<file path="src/rtl/dp_pkg.sv">
// dp_pkg: mode and state encodings shared by the dp_pipe datapath.
package dp_pkg;
    typedef logic [1:0] mode_t;
    localparam mode_t MODE_ADD = 2'b00;
    localparam mode_t MODE_SUB = 2'b01;
    localparam mode_t MODE_ACC = 2'b10;
    localparam mode_t MODE_CLR = 2'b11;
    typedef enum logic [1:0] {IDLE, CALC, OUT} state_t;
endpackage

</file>
<file path="src/rtl/dp_arith.sv">
// dp_arith: combinational add/sub/clear with optional saturation.
module dp_arith import dp_pkg::*; #(
    parameter int WIDTH = 4,
    parameter bit SAT   = 1'b0
) (
    input  logic [WIDTH-1:0] a,
    input  logic [WIDTH-1:0] b,
    input  mode_t            mode,
    output logic [WIDTH-1:0] result,
    output logic             carry
);
    logic [WIDTH:0] w_sum;
    always_comb begin
        w_sum  = mode == MODE_SUB ? {1'b0, a} - {1'b0, b} :
                 mode == MODE_CLR ? '0 : {1'b0, a} + {1'b0, b};
        carry  = w_sum[WIDTH];
        result = (SAT && carry) ? (mode == MODE_SUB ? '0 : '1) : w_sum[WIDTH-1:0];
    end
endmodule

</file>
<file path="src/rtl/dp_pipe.sv">
// dp_pipe: three-state arithmetic pipeline with accumulator and start/busy/done handshake.
module dp_pipe import dp_pkg::*; #(
    parameter int WIDTH = 4,
    parameter bit SAT   = 1'b0
) (
    input  logic             clka,
    input  logic             restart,
    input  logic             start,
    input  logic [1:0]       mode,
    input  logic [WIDTH-1:0] d1_in,
    input  logic [WIDTH-1:0] d2_in,
    output logic [WIDTH-1:0] d_out,
    output logic             carry_out,
    output logic             busy,
    output logic             done
);
    state_t           r_state, w_next;
    mode_t            r_mode;
    logic [WIDTH-1:0] r_temp_1, r_temp_2, r_temp_result, r_acc;
    logic             r_carry;
    logic [WIDTH-1:0] w_a, w_b, w_res;
    logic             w_carry;
    always_comb begin
        w_next = r_state == IDLE ? (start ? CALC : IDLE) : r_state == CALC ? OUT : IDLE;
        w_a    = r_mode == MODE_ACC ? r_acc : r_temp_1;
        w_b    = r_mode == MODE_ACC ? r_temp_1 : r_temp_2;
    end
    dp_arith #(.WIDTH(WIDTH), .SAT(SAT)) u_arith (
        .a(w_a), .b(w_b), .mode(r_mode), .result(w_res), .carry(w_carry)
    );
    always_ff @(posedge clka) begin
        if (restart) begin
            r_state       <= IDLE;
            r_mode        <= MODE_ADD;
            r_temp_1      <= '0;
            r_temp_2      <= '0;
            r_temp_result <= '0;
            r_carry       <= 1'b0;
            r_acc         <= '0;
            d_out         <= '0;
            carry_out     <= 1'b0;
            busy          <= 1'b0;
            done          <= 1'b0;
        end else begin
            r_state <= w_next;
            done    <= r_state == OUT;
            busy    <= r_state == IDLE ? start : 1'b1;
            if (r_state == IDLE && start) begin
                r_temp_1 <= d1_in;
                r_temp_2 <= d2_in;
                r_mode   <= mode;
            end
            if (r_state == CALC) begin
                r_temp_result <= w_res;
                r_carry       <= w_carry;
            end
            if (r_state == OUT) begin
                d_out     <= r_temp_result;
                carry_out <= r_carry;
                if (r_mode == MODE_ACC || r_mode == MODE_CLR) r_acc <= r_temp_result;
            end
        end
    end
endmodule
</file>
<file path="config.mk">
export PLATFORM = sky130hd
export DESIGN_NAME = dp_pipe
export DESIGN_NICKNAME = d
export VERILOG_FILES = /design/src/rtl/dp_pkg.sv /design/src/rtl/dp_arith.sv /design/src/rtl/dp_pipe.sv
export SDC_FILE = /design/constraint.sdc
export NUM_CORES = 1
export LEC_CHECK = 0
export BUFFER_PORTS_ARGS = -buffer_cell sky130_fd_sc_hd__buf_2
export CAP_MARGIN = 20
export CORE_MARGIN = 4
export CORE_UTILIZATION = 50
export CTS_CLUSTER_DIAMETER = 120
export CTS_CLUSTER_SIZE = 12
export DETAILED_ROUTE_END_ITERATION = 16
export MAX_ROUTING_LAYER = met4
export PLACE_DENSITY = 0.74
export SYNTH_ARGS = -nofsm -noshare
export SYNTH_HDL_FRONTEND = slang
export SYNTH_HIERARCHICAL = 1
export SYNTH_SLANG_ARGS = --single-unit
</file>
<file path="constraint.sdc">
create_clock -name clka -period 2.42 [get_ports clka]
set_input_delay 0.121 -clock clka [delete_from_list [all_inputs] [get_ports clka]]
set_output_delay 0.121 -clock clka [all_outputs]
set_load 0.01 [all_outputs]
</file>
==> results of run 1 <==
-- cell usage in the layout (no fill, tap or decap), types with 2 or more instances in the layout --
master                     synthesis  final
sky130_fd_sc_hd__buf_4             0      9
sky130_fd_sc_hd__ha_1              8      5
sky130_fd_sc_hd__buf_2             5     19
sky130_fd_sc_hd__mux2_2            8      3
sky130_fd_sc_hd__a21oi_1           5      4
sky130_fd_sc_hd__inv_2             0      4
sky130_fd_sc_hd__nand4_1           3      3
sky130_fd_sc_hd__mux2i_1          24     24
sky130_fd_sc_hd__clkbuf_4          0      3
sky130_fd_sc_hd__nand2b_1          2      2
sky130_fd_sc_hd__nand3b_1          2      2
sky130_fd_sc_hd__mux2_4            0      5
sky130_fd_sc_hd__nor2b_1           5      5
sky130_fd_sc_hd__nor2_1           28     28
sky130_fd_sc_hd__dfxtp_1          28     27
sky130_fd_sc_hd__ha_4              0      3
sky130_fd_sc_hd__inv_1            10      6
-- metrics by stage --
step | total power, uW | hold slack, ns | utilization
final | 905 | 0.0216 | 0.616
after global routing | 964 | 0.00901 | 0.616
after CTS | 886 | 0.0159 | 0.582
after detailed placement | 664 | 0.362 | 0.568
after global placement | 657 | 0.338 | 0.568
after floorplan | 620 | 0.241 | -
-- area by class of cell --
cell class                      instances  area, um^2
Sequential cell                        28         562
Clock buffer                            4        36.3
Inverter                               10        37.5
Fill cell                             220        1050
Multi-Input combinational cell         99         846
Tap cell                               31        38.8
Timing Repair Buffer                   28         163
-- how the worst max path moves through the flow --
stage	slack (ns)	cells past startpoint	startpoint	end
after floorplan	0.05	9	r_mode[1]	r_temp_result[3]
after global placement	0.08	9	r_mode[1]	r_temp_result[3]
after detailed placement	0.03	9	r_mode[1]	r_temp_result[3]
after CTS	0.02	9	r_mode[1]	r_temp_result[3]
after global routing	-0.02	12	r_mode[1]	r_carry
final	0.09	12	r_mode[1]	r_carry
-- timing repair --
item                       4_1_cts  5_1_grt
buffers inserted                 0        3
pin swaps                        0        7
resized for setup                1       17
setup endpoints to repair        1        3
-- per-layer routing --
metal | up-vias | routed length [um] | GRT usage
met5 | - | 0 | -
met4 | 0 | 0 | 0.0186
met3 | 0 | 122 | 0.0440
met2 | 20 | 1540 | 0.313
met1 | 510 | 1220 | 0.179
li1 | 536 | - | -
-- cells by family (layout without fill, tap and decap cells) --
family,after synthesis,in the layout,synth area share
muxes,32,32,0.233
adders and majority gates,10,10,0.0989
buffers and inverters,18,42,0.0574
DFF,28,28,0.396
AOI/OAI and AO/OA,12,12,0.0583
and+or+nand+nor,45,45,0.156
-- state kept, by name, indices dropped and copies added, names as in the netlist --
signal / cells
done: 1
r_mode: 2
busy: 1
r_acc: 4
r_temp_result: 4
r_carry: 1
r_temp_2: 4
r_temp_1: 4
carry_out: 1
r_state: 2
d_out: 4
-- power by group --
group | switching (uW) | leakage (uW) | internal (uW)
sequential | 12.3 | 0.000229 | 480
clock | 124 | 0.0000210 | 91.9
combinational | 100 | 0.000534 | 96.2
total | 237 | 0.000783 | 668
-- worst register-to-register path, stage by stage, from the launching register on --
cell and delay (ns):
sky130_fd_sc_hd__dfxtp_2 0.35, sky130_fd_sc_hd__nor2b_1 0.12, sky130_fd_sc_hd__buf_4 0.18, sky130_fd_sc_hd__mux2_4 0.33, sky130_fd_sc_hd__inv_2 0.07, sky130_fd_sc_hd__ha_4 0.13
sky130_fd_sc_hd__inv_2 0.04, sky130_fd_sc_hd__fa_2 0.42, sky130_fd_sc_hd__a21oi_2 0.13, sky130_fd_sc_hd__nor2_1 0.05, sky130_fd_sc_hd__o32ai_1 0.26, sky130_fd_sc_hd__mux2i_1 0.11
sky130_fd_sc_hd__nor2_1 0.11
==> summary.txt, run 1 <==
POWER
----------------------------------------------------------------------------------------------------
Peak ir drop on the vdd network                                                             0.526 mV
PwrDens                                                                                  538 nW/um^2
Leakage power figure                                                                     0.000783 uW

LOGIC SYNTHESIS
----------------------------------------------------------------------------------------------------
Fraction of registers with async set or reset after synthesis                                      0
Number of synthesized register bits                                                               28
Cell Area, Synth                                                                           1420 um^2
Synth cell count leaders                                                                sky130_fd_sc_hd__dfxtp_1 (28), sky130_fd_sc_hd__nor2_1 (28), sky130_fd_sc_hd__mux2i_1 (24), sky130_fd_sc_hd__inv_1 (10)
Number of unique standard cell types used by synthesis                                            28
Number of flops mapped to enable cells by yosys                                                    0
Proportion of synthesized chip area in sequential cells                                        0.396
Post-synthesis cell type with the largest combined area                                 sky130_fd_sc_hd__dfxtp_1
Average cell area after synthesis                                                          9.77 um^2
Biggest area contributors in the synthesized netlist                                    sky130_fd_sc_hd__dfxtp_1 (40%), sky130_fd_sc_hd__mux2i_1 (17%), sky130_fd_sc_hd__nor2_1 (7.4%)
Area share of the largest cell type after synthesis                                            0.396
Syn. warnings                                                                                      6
Synthesized instance count                                                                       145
Leading register cell type out of synthesis                                             sky130_fd_sc_hd__dfxtp_1
Nets in the synthesized netlist                                                                  168

FLOORPLANNING
----------------------------------------------------------------------------------------------------
IO Pins                                                                                           20
Core area                                                                                  2730 um^2
Placement Rows                                                                                    19
DIE AREA                                                                                   3750 um^2
Y dimension of the die                                                                       61.2 um
Horiz. Die Dim                                                                               61.2 um
Initial core utilization                                                                       0.518

SETUP PATH
----------------------------------------------------------------------------------------------------
Reg-to-Reg End                                                                               r_carry
Endpoint required time on the critical path                                                  2.68 ns
Worst stage delay on the critical path                                                       0.42 ns
Crit path arrival time                                                                       2.59 ns
Sort of element at the end of the critical path                                                 flop
Start-to-end type of the worst setup path                                               flop to flop
Worst Reg2Reg Path Length in Cells                                                                12
CP startpoint kind                                                                              flop
Buffers and inverters on the worst path                                                            3
Critical Path, Cell by Cell                                                             nor2b_1 > buf_4 > mux2_4 > inv_2 > ha_4 > inv_2 > fa_2 > a21oi_2 > nor2_1 > o32ai_1 > mux2i_1 > nor2_1
Master of the slowest instance on the critical path                                     sky130_fd_sc_hd__fa_2
Slack of the worst reg-to-reg path                                                           0.09 ns
Biggest fanout along the worst timing path                                                         7
Category of cells accounting for the largest share of critical-path delay                adder cells
RR Startpoint                                                                              r_mode[1]

FINISH
----------------------------------------------------------------------------------------------------
Fraction of layout instances using a drive strength above 1                                    0.320
Area growth from synthesis to final layout                                                     18.8%
Non-filler cells in the finished layout                                                          200
Total Nets Final                                                                                 193
Non-Filler Cell Area, Final                                                                1680 um^2
Diode insertion count for antenna repair                                                           0

CLOCK TREE
----------------------------------------------------------------------------------------------------
Number of buffers created by CTS                                                                   3
Maximum level of the CTS H-tree                                                                    1
Clock-pin slew reported for the worst setup and hold paths after clock tree synthesis        0.13 ns
Maximum number of buffers from clock root to sink                                                  2
Clk Latency, worst-skew pair                                                                 0.31 ns
Root cell of the clock tree                                                             sky130_fd_sc_hd__clkbuf_4
Total of hold buffers inserted after clock tree synthesis                                          0
Total clock sinks                                                                                 28
CTS tree                                                                                       built

WORST HOLD PATH
----------------------------------------------------------------------------------------------------
Hold Startpoint                                                                                start
Worst Hold Path Cells                                                                              3
Destination of the worst hold path                                                              busy
Type of the tightest min-delay check                                                    primary input to flop

GLOBAL ROUTING
----------------------------------------------------------------------------------------------------
Initial antenna violation count                                                                    0
Overall track demand over capacity in global routing                                           0.167
Wire length of the first global-routing pass                                                 4.62 mm
Number of global-route vias before repair                                                       1061
Global route overflow                                                                              0
Pin count of the biggest net entering global routing                                              29

PLACED DESIGN
----------------------------------------------------------------------------------------------------
Placement Cell Area                                                                        1550 um^2
Gp weighted congestion                                                                         0.892
Total placed cells including tap cells                                                           193
Worst setup slack after placement                                                          0.0290 ns
Buffers on Ports                                                                                  19
Final HPWL from detailed placement                                                           2.00 mm

STA
----------------------------------------------------------------------------------------------------
Slew Limit Headroom                                                                            0.594
Max-slew violation count                                                                           0
Final setup violation count                                                                        0
Maximum clock skew at final layout                                                        0.00114 ns
Worst setup slack after layout                                                             0.0881 ns
Final Hold Viols                                                                                   0
Least-Margin Pin Slew                                                                       0.608 ns
Setup repair after global routing missed its margin                                              yes
Setup TNS                                                                                       0 ns
Maximum achievable frequency                                                                 429 MHz
Post-layout minimum cycle time                                                               2.33 ns
Crit share post-route                                                                          0.964

OUTCOME
----------------------------------------------------------------------------------------------------
Outcome                                                                                 finished clean

ROUTE
----------------------------------------------------------------------------------------------------
Number of DRC markers in iteration 0                                                              25
Total iterations of the first detailed-routing run                                                 4
Via count                                                                                       1066
Total Wirelength                                                                             2.88 mm
Routed wire length per instance                                                              14.4 um
Via density per instance                                                                        5.33
Antenna Nets Post-Route                                                                            0
Post-detailed-route DRC marker count                                                               0

JOB
----------------------------------------------------------------------------------------------------
Count of maximum capacitance violations                                                            0

Power figures use the tool's default switching activity.
==> inputs of run 2 (changes only) <==
Settings changed: BUFFER_PORTS_ARGS -buffer_cell sky130_fd_sc_hd__buf_2 to -buffer_cell sky130_fd_sc_hd__clkbuf_2.
==> run 2 against run 1 <==
  * Register-to-register slack got worse by 0.04 ns
  * Clock power increased by 4%
  * Clock skew increased by 0.0012 ns
  * Flip-flop and latch count unchanged
  * First-iteration DRC count decreased by 44%
  * Via count unchanged
  * Die area unchanged
  * Global-route usage decreased by 0.19 points
  * Largest power group unchanged
  * Setup slack got worse by 0.042 ns
  * Critical path type unchanged
  * Sequential share of layout area increased by 0.20 points
  * Sequential power about the same
  * Design area decreased by 0.59%
==> summary.txt, run 2 (synthesized netlist as in run 1, its figures left out) <==
OUTCOME
----------------------------------------------------------------------------------------------------
Outcome                                                                                 finished clean

GLOBAL ROUTING
----------------------------------------------------------------------------------------------------
Global route overflow                                                                              0   unchanged
Pin count of the biggest net entering global routing                                              29   unchanged
Overall track demand over capacity in global routing                                           0.165   -0.00194
Number of global-route vias before repair                                                       1028   -3.1%
Wire length of the first global-routing pass                                                 4.51 mm   -2.4%
Initial antenna violation count                                                                    0   unchanged

ROUTE
----------------------------------------------------------------------------------------------------
Via count                                                                                       1066   unchanged
Total iterations of the first detailed-routing run                                                 4   unchanged
Number of DRC markers in iteration 0                                                              14   -44%
Post-detailed-route DRC marker count                                                               0   unchanged
Total Wirelength                                                                             2.67 mm   -7.2%
Via density per instance                                                                        5.33   unchanged
Antenna Nets Post-Route                                                                            0   unchanged
Routed wire length per instance                                                              13.4 um   -7.2%

POWER
----------------------------------------------------------------------------------------------------
Leakage power figure                                                                     0.000780 uW   -0.47%
Peak ir drop on the vdd network                                                             0.462 mV   -12%
PwrDens                                                                                  538 nW/um^2   +0.11%

FLOORPLANNING
----------------------------------------------------------------------------------------------------
IO Pins                                                                                           20   unchanged
Placement Rows                                                                                    19   unchanged
Initial core utilization                                                                       0.518   unchanged
Horiz. Die Dim                                                                               61.2 um   unchanged
DIE AREA                                                                                   3750 um^2   unchanged
Y dimension of the die                                                                       61.2 um   unchanged
Core area                                                                                  2730 um^2   unchanged

STA
----------------------------------------------------------------------------------------------------
Maximum clock skew at final layout                                                        0.00239 ns   +0.00124 ns
Hold WS                                                                                    0.0218 ns   +0.000253 ns
Setup TNS                                                                                       0 ns   unchanged
Setup repair after global routing missed its margin                                              yes
Least-Margin Pin Slew                                                                       0.649 ns   +0.0405 ns
Final setup violation count                                                                        0   unchanged
Crit share post-route                                                                          0.981   +0.0174
Slew Limit Headroom                                                                            0.567   -0.0271
Max-slew violation count                                                                           0   unchanged
Final Hold Viols                                                                                   0   unchanged
Post-layout minimum cycle time                                                               2.37 ns   +0.0421 ns
Worst setup slack after layout                                                             0.0460 ns   -0.0421 ns
Maximum achievable frequency                                                                 421 MHz   -1.8%

FINISH
----------------------------------------------------------------------------------------------------
Area growth from synthesis to final layout                                                     18.1%
Most frequent cells in the layout                                                       sky130_fd_sc_hd__nor2_1 (28), sky130_fd_sc_hd__dfxtp_1 (27), sky130_fd_sc_hd__mux2i_1 (24), sky130_fd_sc_hd__clkbuf_2 (19), sky130_fd_sc_hd__inv_1 (8)
Most common cell after layout, fill and taps aside                                      sky130_fd_sc_hd__nor2_1
Diode insertion count for antenna repair                                                           0   unchanged
Fraction of layout instances using a drive strength above 1                                    0.290   -0.0296
Non-Filler Cell Area, Final                                                                1670 um^2   -0.59%
Total Nets Final                                                                                 193   unchanged

WORST HOLD PATH
----------------------------------------------------------------------------------------------------
Type of the tightest min-delay check                                                    primary input to flop
Worst Hold Path Cells                                                                              3   unchanged

SETUP PATH
----------------------------------------------------------------------------------------------------
Endpoint required time on the critical path                                                  2.69 ns   about the same
Start point of the critical path                                                           r_mode[1]
Biggest fanout along the worst timing path                                                         8   +1
CP startpoint kind                                                                              flop
Reg-to-Reg End                                                                          r_temp_result[3]
Sort of element at the end of the critical path                                                 flop
Crit path arrival time                                                                       2.64 ns   +0.05 ns
Worst Reg2Reg Path Length in Cells                                                                11   -1
Worst setup endpoint                                                                    r_temp_result[3]
Start-to-end type of the worst setup path                                               flop to flop
Slack of the worst reg-to-reg path                                                           0.05 ns   -0.04 ns
RR Startpoint                                                                              r_mode[1]

CLOCK TREE
----------------------------------------------------------------------------------------------------
Clock-pin slew reported for the worst setup and hold paths after clock tree synthesis        0.14 ns   about the same
Clk Latency, worst-skew pair                                                                 0.32 ns   about the same
Maximum number of buffers from clock root to sink                                                  2   unchanged
CTS tree                                                                                       built
Total clock sinks                                                                                 28   unchanged
Maximum level of the CTS H-tree                                                                    1   unchanged
Number of buffers created by CTS                                                                   3   unchanged
Root cell of the clock tree                                                             sky130_fd_sc_hd__clkbuf_4

PLACED DESIGN
----------------------------------------------------------------------------------------------------
Placement Cell Area                                                                        1550 um^2   unchanged
Worst setup slack after placement                                                          0.0145 ns   -0.0144 ns
Final HPWL from detailed placement                                                           2.01 mm   +0.24%
Gp weighted congestion                                                                         0.907   +1.7%
Buffers on Ports                                                                                  19   unchanged

JOB
----------------------------------------------------------------------------------------------------
Count of maximum capacitance violations                                                            0   unchanged

## run 2: cell count changes in the layout (fill, tap and decap cells not counted), sizes merged
cell and change:
clkbuf +19, buf -20, dlygate4sd3 +1
## run 2: per-stage QoR
step,total power [uW],utilization,instances
after floorplan,620,-,145
after global placement,658,0.568,193
after detailed placement,663,0.568,193
after CTS,888,0.586,198
after global routing,954,0.612,200
final,900,0.612,200
## run 2: how the worst min path moves through the flow
stage | endpoint | slack [ns] | from
global route | r_temp_1[3] | 0.02 | d1_in[3]
global placement | busy | 0.34 | start
detailed placement | busy | 0.35 | start
CTS | r_temp_1[3] | 0.02 | d1_in[3]
floorplan | busy | 0.24 | start
finish | r_temp_2[1] | 0.02 | d2_in[1]
## run 2: where the power goes
part	total (uW)	switching (uW)	internal [uW]
registers	492	12.0	480
clock network	224	132	92.1
logic	185	92.4	92.4
total	900	236	664
## run 2: critical path, cell delays in order, from the launching register on
cell and delay (ns):
sky130_fd_sc_hd__dfxtp_2 0.35, sky130_fd_sc_hd__nor2b_1 0.12, sky130_fd_sc_hd__buf_4 0.20, sky130_fd_sc_hd__buf_6 0.12, sky130_fd_sc_hd__mux2_4 0.31, sky130_fd_sc_hd__ha_4 0.25, sky130_fd_sc_hd__buf_4 0.16, sky130_fd_sc_hd__nand2b_2 0.18
sky130_fd_sc_hd__a311o_1 0.35, sky130_fd_sc_hd__nand4_1 0.09, sky130_fd_sc_hd__mux2i_1 0.08, sky130_fd_sc_hd__nor2_1 0.11
## run 2: area by class of cell
cell class | instances | area (um^2)
flip-flops and latches | 28 | 562
multi-input cells | 99 | 827
well taps | 31 | 38.8
repair buffers | 28 | 169
fillers | 240 | 1060
clock buffers | 4 | 36.3
inverters | 10 | 40.0
## run 2: what timing repair did
item,in CTS,in global routing
gates resized for setup,1,15
hold endpoints to repair,1,0
pin swaps,0,9
setup endpoints to repair,1,3
hold buffers,1,0
setup buffers,0,2
## run 2: per-layer routing
metal  track usage  share of wire  routed length [um]  up-vias
met4        0.0372         0.0056                  15        0
met1         0.189           0.44                1160      503
li1              -              -                   -      536
met5             -              0                   0        -
met3        0.0398          0.054                 145        2
met2         0.289           0.50                1350       25
